File: src/rtl/car_draw_scheduler.sv
// car_draw_scheduler: grants car sprite engines one at a time, muxes the active car's
// pixel bus onto the VGA port, and checks each car box against the player box.
module car_draw_scheduler #(
    parameter int NUM_CARS       = 8,
    parameter int TIMEOUT_CYCLES = 65535,
    parameter int CAR_W          = 8,
    parameter int CAR_H          = 4,
    parameter int PLAYER_W       = 4,
    parameter int PLAYER_H       = 4
) (
    input  logic                  clk,
    input  logic                  resetn,
    input  logic                  start,
    input  logic                  clear_collision,
    input  logic [NUM_CARS-1:0]   car_finish,
    input  logic [NUM_CARS-1:0]   car_plot,
    input  logic [8*NUM_CARS-1:0] car_x,
    input  logic [7*NUM_CARS-1:0] car_y,
    input  logic [3*NUM_CARS-1:0] car_colour,
    input  logic [8*NUM_CARS-1:0] car_x_ori,
    input  logic [7*NUM_CARS-1:0] car_y_ori,
    input  logic [7:0]            player_x,
    input  logic [6:0]            player_y,
    output logic [NUM_CARS-1:0]   car_en,
    output logic                  vga_plot,
    output logic [7:0]            vga_x,
    output logic [6:0]            vga_y,
    output logic [2:0]            vga_colour,
    output logic                  busy,
    output logic                  round_done,
    output logic                  collision,
    output logic [2:0]            collision_id,
    output logic                  timeout_err
);
    localparam int CW = $clog2(TIMEOUT_CYCLES + 1);
    typedef enum logic [2:0] {IDLE, GRANT, WAIT_FIN, CHECK, DONE} state_t;
    state_t state, state_n;
    logic [2:0] sel, sel_n;
    logic [CW-1:0] cnt, cnt_n;
    logic tmo_set, overlap, wf;
    logic       fin_a [8];
    logic       plot_a [8];
    logic [7:0] x_a [8];
    logic [6:0] y_a [8];
    logic [2:0] col_a [8];
    logic [7:0] xo_a [8];
    logic [6:0] yo_a [8];
    // Pad per-car buses to 8 entries so a 3-bit sel indexes safely for any NUM_CARS
    for (genvar i = 0; i < 8; i++) begin : g_car
        if (i < NUM_CARS) begin : g_on
            assign fin_a[i]  = car_finish[i];
            assign plot_a[i] = car_plot[i];
            assign x_a[i]    = car_x[8*i +: 8];
            assign y_a[i]    = car_y[7*i +: 7];
            assign col_a[i]  = car_colour[3*i +: 3];
            assign xo_a[i]   = car_x_ori[8*i +: 8];
            assign yo_a[i]   = car_y_ori[7*i +: 7];
        end else begin : g_off
            assign fin_a[i]  = 1'b0;
            assign plot_a[i] = 1'b0;
            assign x_a[i]    = '0;
            assign y_a[i]    = '0;
            assign col_a[i]  = '0;
            assign xo_a[i]   = '0;
            assign yo_a[i]   = '0;
        end
    end
    always_comb begin
        state_n = state;
        sel_n   = sel;
        cnt_n   = cnt;
        tmo_set = 1'b0;
        case (state)
            IDLE: if (start) begin
                state_n = GRANT;
                sel_n   = 3'd0;
            end
            GRANT: begin
                state_n = WAIT_FIN;
                cnt_n   = '0;
            end
            WAIT_FIN: begin
                cnt_n = cnt + 1'b1;
                if (fin_a[sel]) state_n = CHECK;
                else if (cnt == CW'(TIMEOUT_CYCLES - 1)) begin
                    state_n = CHECK;
                    tmo_set = 1'b1;
                end
            end
            CHECK: begin
                state_n = (sel == 3'(NUM_CARS - 1)) ? DONE : GRANT;
                sel_n   = (sel == 3'(NUM_CARS - 1)) ? sel : sel + 3'd1;
            end
            DONE:    state_n = IDLE;
            default: state_n = IDLE;
        endcase
    end
    // Widened sums so boxes near the right/bottom screen edge never wrap
    assign overlap = state == CHECK
        && {1'b0, player_x} < {1'b0, xo_a[sel]} + 9'(CAR_W)
        && {1'b0, xo_a[sel]} < {1'b0, player_x} + 9'(PLAYER_W)
        && {1'b0, player_y} < {1'b0, yo_a[sel]} + 8'(CAR_H)
        && {1'b0, yo_a[sel]} < {1'b0, player_y} + 8'(PLAYER_H);
    assign wf         = state == WAIT_FIN;
    assign car_en     = state == GRANT ? NUM_CARS'(1) << sel : '0;
    assign vga_plot   = wf & plot_a[sel];
    assign vga_x      = wf ? x_a[sel] : '0;
    assign vga_y      = wf ? y_a[sel] : '0;
    assign vga_colour = wf ? col_a[sel] : '0;
    assign busy       = state != IDLE;
    assign round_done = state == DONE;
    always_ff @(posedge clk or negedge resetn) begin
        if (!resetn) begin
            state        <= IDLE;
            sel          <= 3'd0;
            cnt          <= '0;
            collision    <= 1'b0;
            collision_id <= 3'd0;
            timeout_err  <= 1'b0;
        end else begin
            state        <= state_n;
            sel          <= sel_n;
            cnt          <= cnt_n;
            timeout_err  <= timeout_err | tmo_set;
            collision    <= overlap | (collision & ~clear_collision);
            collision_id <= overlap && (!collision || clear_collision) ? sel
                          : clear_collision ? 3'd0 : collision_id;
        end
    end
endmodule

File: config.mk
export PLATFORM = sky130hd
export DESIGN_NAME = car_draw_scheduler
export DESIGN_NICKNAME = d
export VERILOG_FILES = /design/src/rtl/car_draw_scheduler.sv
export SDC_FILE = /design/constraint.sdc
export NUM_CORES = 1
export LEC_CHECK = 0
export CORE_AREA = 2 2 129 131
export DETAILED_ROUTE_END_ITERATION = 8
export DIE_AREA = 0 0 131 133
export GPL_ROUTABILITY_DRIVEN = 0
export GPL_TIMING_DRIVEN = 0
export MAX_ROUTING_LAYER = met4
export PLACE_DENSITY = 0.69
export SLEW_MARGIN = 20
export SYNTH_ARGS = -nofsm -noshare
export SYNTH_HDL_FRONTEND = slang
export SYNTH_SLANG_ARGS = --single-unit
File: constraint.sdc
create_clock -name clk -period 5.7 [get_ports clk]
set_clock_uncertainty 0.1 [all_clocks]
set_input_delay 1.14 -clock clk [delete_from_list [all_inputs] [get_ports clk]]
set_output_delay 1.14 -clock clk [all_outputs]
set_load 0.05 [all_outputs]
Yosys cells after proc, flatten, opt, wreduce, memory -nomap -nowiden. Index checks and enable logic that the tools add are counted.

Bits in registers: 27. Logic and storage cells: 86. Input port bits: 299.

Eq/ne operators: 9. Order comparisons: 5. Reduce and logical (&&, ||, !) cells: 14. $add $sub $neg: 6. Bitwise operators: 6. Shift-type cells: 1. Multiplexer cells: 39.

Operator list (number): 8-bit binary-select mux with 3-bit select (2); 8-bit 2-to-1 mux (6); 7-bit binary-select mux with 3-bit select (2); 7-bit 2-to-1 mux (5); 3-bit 2-to-1 mux (11); 16-bit one-hot mux with 2 select lines (1); 8-bit by 9-bit < comparator with 1-bit output (2); 16-bit by 1-bit adder with 16-bit output (second input constant) (1); 7-bit by 3-bit adder with 8-bit output (second input constant) (2); 16-bit == test (second input constant) (1); 7-bit by 8-bit < comparator with 1-bit output (2); 3-bit one-hot mux with 4 select lines (1); 8-bit by 3-bit adder with 9-bit output (second input constant) (1); 8-bit by 4-bit adder with 9-bit output (second input constant) (1); 3-bit binary-select mux with 3-bit select (1); 1-bit by 3-bit << shifter with 8-bit output (first input constant) (1); 1-bit 2-to-1 mux (7); 1-bit binary-select mux with 3-bit select (2); 3-bit by 2-bit == test with 1-bit output (second input constant) (2); 3-bit == test (second input constant) (2); 3-bit one-hot mux with 2 select lines (1); 2-bit nonzero test (3); 1-bit logical AND (5); 4-bit greater-or-equal comparator (second input constant) (1); other kinds (14) (17).

Depth between registers and ports, before layout.
Depth in word-level cells: 12. Gate-level depth with buffers: 16.

Least setup slack after synthesis. OpenSTA, ideal clock, no wires.

Path type: input to register. From: input car_y_ori[17]. To: register collision_id[2]. Path buffers: 0. Required time: 5520 ps. Cell stages on the path: 12. Arrival: 3593 ps. Library setup time: 80 ps. Path slack: 1928 ps. Cells stage by stage: mux4_1 nand2_1 nand2_1 ha_1 xor2_1 ha_1 a21o_1 a21o_1 a221oi_2 o211ai_2 nor3b_4 mux2i_1.

Word-level cells in the longest chain between the ends: 9. Elaborated cells on any way between the ends: 11. Those cells by class: 1 x add/sub; 2 x order compare; 4 x mux; 4 x reduce/logical.

RTL lines: from (decl) (line 21) `input logic [7*NUM_CARS-1:0] car_y_ori,`; 7-bit binary-select mux with 3-bit select * (line 102, 103); 7-bit 2-to-1 mux (implied by the code) * (2 in a row) (line 102, 103); 7-bit by 3-bit adder with 8-bit output (line 102) `&& {1'b0, player_y} < {1'b0, yo_a[sel]} + 8'(CAR_H)`; 7-bit by 8-bit < comparator with 1-bit output (line 102); 1-bit logical AND (line 102); 1-bit logical AND * (line 103) `&& {1'b0, yo_a[sel]} < {1'b0, player_y} + 8'(PLAYER_H);`; 1-bit logical AND * (line 126) `collision_id <= overlap && (!collision || clear_collision) ? sel`; 3-bit 2-to-1 mux / 2-bit nonzero test (equally long branches); to (signal assigned) (line 126); to (decl) (line 32) `output logic [2:0] collision_id,`.

Every way passes the cells marked *; elsewhere a longest branch is shown, timed or not. The select of a mux whose other input is x is not followed. A chain may end at the register's enable or synchronous reset.

Final worst setup path.
From: register sel[1]. To: output vga_y[0].

Word-level cells in the longest chain between the ends: 5.

RTL lines: from (decl) (line 38) `logic [2:0] sel, sel_n;`; from (signal assigned) (line 122) `sel <= sel_n;`; 3-bit NOT with 4-bit output (implied by the code) (line 108) `assign vga_y = wf ? y_a[sel] : '0;`; 7-bit binary-select mux with 3-bit select (line 108); 7-bit 2-to-1 mux (implied by the code) (2 in a row) (line 108); 7-bit 2-to-1 mux (line 108); to (decl) (line 27) `output logic [6:0] vga_y,`.

Every way passes these cells. The select of a mux whose other input is x is not followed.

==> results.md <==
- Status: complete, no violations
- Share of layout cells above drive strength 1: 0.110
- Post-Place Cells: just over 1,000
- Synth Area in XOR/XNOR: 0.0249
- Leakage power: 3.24 nW
- Post-CTS resize count: 0
- Initial antenna violation count: 0
- Finished Cell Area: 0.00825 mm^2
- Final Power: 2.68 mW
- Max-cap violation count: 0
- Area Overhead vs Synth: 80.2%
- Min Tclk post-route: 4860 ps
- Final hold violation count: 0
- Slew headroom: 0.489
- Clk root buf: clkbuf_16
- # DRC: 0
- Ant. Diodes: 0
- Worst-margin pin slew: 767 ps
- Clk sink count: 27
- Asr flop ratio synth: 1.00
- DRT Pass-1 Iters: 5
- Fmax: roughly 0.21 GHz
- Mapped Cells: 465
- CTS Hold Bufs: 0
- Starting Density: 0.283
- Largest cells by area after synthesis: mux4_2 (27%), dfrtp_1 (15%), ha_1 (10%)
- WL per Instance: 19.6 um
- Post-synth top area share: 0.271
- Fillcell total: ~1,500
- Flop and latch count out of synthesis: 27
- Worst VDD drop: 148 uV
- Post-Route WL: between 20,000 and 25,000 um
- Largest family of logic cells by synthesized area: multiplexers
- Largest net degree at the start of global routing: 28
- Gr ovfl total: 0
- Global-route wire length before repair: 29,300 um
- CTS buffer count: 3
- Simple-gate share of the synthesized area: 0.177
- Yosys warns: 0
- Site Rows: 47
- Die Y-Extent: 133 um
- Compound-Gate Fraction of Synth Area: 0.115
- Register area share after synthesis: 0.148
- Final setup TNS: 0 ps
- Netlist cell types: 59
- CTS HTree Levels: 1
- Finish-stage setup viols: 0
- Bufs on Longest Clock Path: 2
- Top fanout value on the critical path: 10
- Largest area contributor in the netlist: mux4_2
- Most common cell after layout, fill and taps aside: clkdlybuf4s50_1
- Kind of critical path: reg2out
- Tot GR Track Use: 0.229
- Worst setup EP type: primary output
- Post-synth EDFFs: 0
- Nets: around 1,100
- Most frequent cells in the layout: clkdlybuf4s50_1 (331), nand2_1 (82), mux4_2 (55)
- Clock Pin Slew Worst Setup and Hold Paths: roughly 60 ps
- Die width: 131 um
- Worst skew pair latency: 260 ps
- RSZ-0062 raised after global routing: false
- Syn Nets: 801
- Ports: ~330
- Critical Path Source Type: flop
- Cell Area, Synth: 0.00458 mm^2
- PwrDens: 324 mW/mm^2
- Detail Route Antenna Nets: 0
- Cells along the critical path: buf_6 -> buf_12 -> buf_8 -> buf_2 -> buf_1 -> mux4_2 -> nand2_1 -> a21oi_1 -> clkdlybuf4s50_1
- Core Area: between 0.015 and 0.02 mm^2
- Hpwl dp: 17,300 um
- Post-synthesis mux area share: 0.375
- Port Buffers: about 330
- Setup repair bufs after CTS: 0
- Adder-Cell Fraction of Synth Area: 0.101
- Vias in the first global route: between 5,000 and 6,000
- Core Util, Final: 0.510
- CTS tree: yes
- Slowest CP cell: clkdlybuf4s50_1
- Vias/cell: around 5.1
- Slew Viols, Final: 0
- Syn_area_per_cell: 9.85 um^2
- Starting DRT DRC Count: about 270
- Crit-path max cell delay: roughly 870 ps
- Data arrival, critical path: 3620 ps
- Top_reg_cell synth: dfrtp_1
- Placed Area: between 0.008 and 0.009 mm^2
- Period utilization: 0.853
- HP Class: reg2reg
- WP data required: roughly 4500 ps
- Post-Layout Cell Count: between 1,000 and 1,500
- Full die area: 0.0174 mm^2
- DR vias: 5,209
## flip-flops by register name, summed over array words and instances (netlist names)
| name | cells |
|---|---|
| sel | 3 |
| cnt | 16 |
| state | 3 |
| collision | 1 |
| timeout_err | 1 |
| collision_id | 3 |
## worst paths after layout
path	start	to	slack, ps	cells after the start
setup / recovery	sel[1]$_DFFE_PN0P_	vga_y[0]	840	9
hold reg to reg	cnt[4]$_DFFE_PN0N_	cnt[4]$_DFFE_PN0N_	390	1
hold / removal	cnt[4]$_DFFE_PN0N_	cnt[4]$_DFFE_PN0N_	390	1
setup reg to reg	sel[0]$_DFFE_PN0P_	collision_id[2]$_DFFE_PN0P_	1670	15
max in group asynchronous	resetn	collision$_DFF_PN0_	4310	1
min in group asynchronous	resetn	cnt[15]$_DFFE_PN0N_	780	1
## synthesized netlist by cell type (all sizes together), types with 2 or more instances
cell    number
mux2i       12
nand3       25
and2         4
clkbuf      13
inv         24
dfrtp       27
ha          37
nor3b        3
nor2b        5
nand2b       2
xor2         7
nand2       82
a31oi        4
a21o         4
nand4       10
o21a         2
and3        14
o41ai        2
buf         17
nor2        14
o21bai       2
o31ai        3
o21ai       25
a21oi       29
nor3         5
mux4        68
xnor2        6
## report_power, final
part	switching [mW]	leakage, nW	internal [mW]
clock network	0.0632	0.0409	0.0946
logic	1.20	2.83	1.06
registers	0.0361	0.368	0.219
## area by class of cell
class,instances,area (um^2),share of cell area
plain buffers,30,180,0.0218
clock buffers,3,75.1,0.00910
clock inverters,1,5.00,0.000607
inverters,25,93.8,0.0114
multi-input cells,383,3630,0.440
flip-flops and latches,27,676,0.0819
well taps,220,275,0.0334
repair buffers,332,3320,0.402
## cells by family after synthesis
| kind of cell | count (synthesis) |
|---|---|
| buffers and inverters | 55 |
| muxes | 81 |
| xor gates and xnor gates | 13 |
| AOI/OAI and AO/OA | 83 |
| adders and majority gates | 37 |
| DFF | 27 |
| and+or+nand+nor | 169 |
## per-stage QoR
step | setup slack, ps | hold WS, ps
final | 838 | 390
after global routing | 613 | 417
after detailed placement | 1060 | 373
after floorplan | 1930 | 349
after global placement | 1070 | 370
after CTS | 774 | 391
## layer usage
| layer | vias up | part of all wire | global-route usage | wire length [um] |
|---|---|---|---|---|
| met2 | 233 | 0.52 | 0.407 | 10400 |
| met3 | 20 | 0.069 | 0.0352 | 1380 |
| met4 | 0 | 0.017 | 0.0420 | 336 |
| met5 | - | 0 | - | 0 |
| met1 | 2489 | 0.40 | 0.274 | 7970 |
| li1 | 2467 | - | - | - |
## worst max-delay path: cells and delay by family (launching register included)
family          cells  cell delay [ps]
buf+inv             6             2240
mux                 1              420
flops               1              410
compound gates      1              180
simple gates        1              110
No activity file was read; power rests on OpenSTA's default activity.
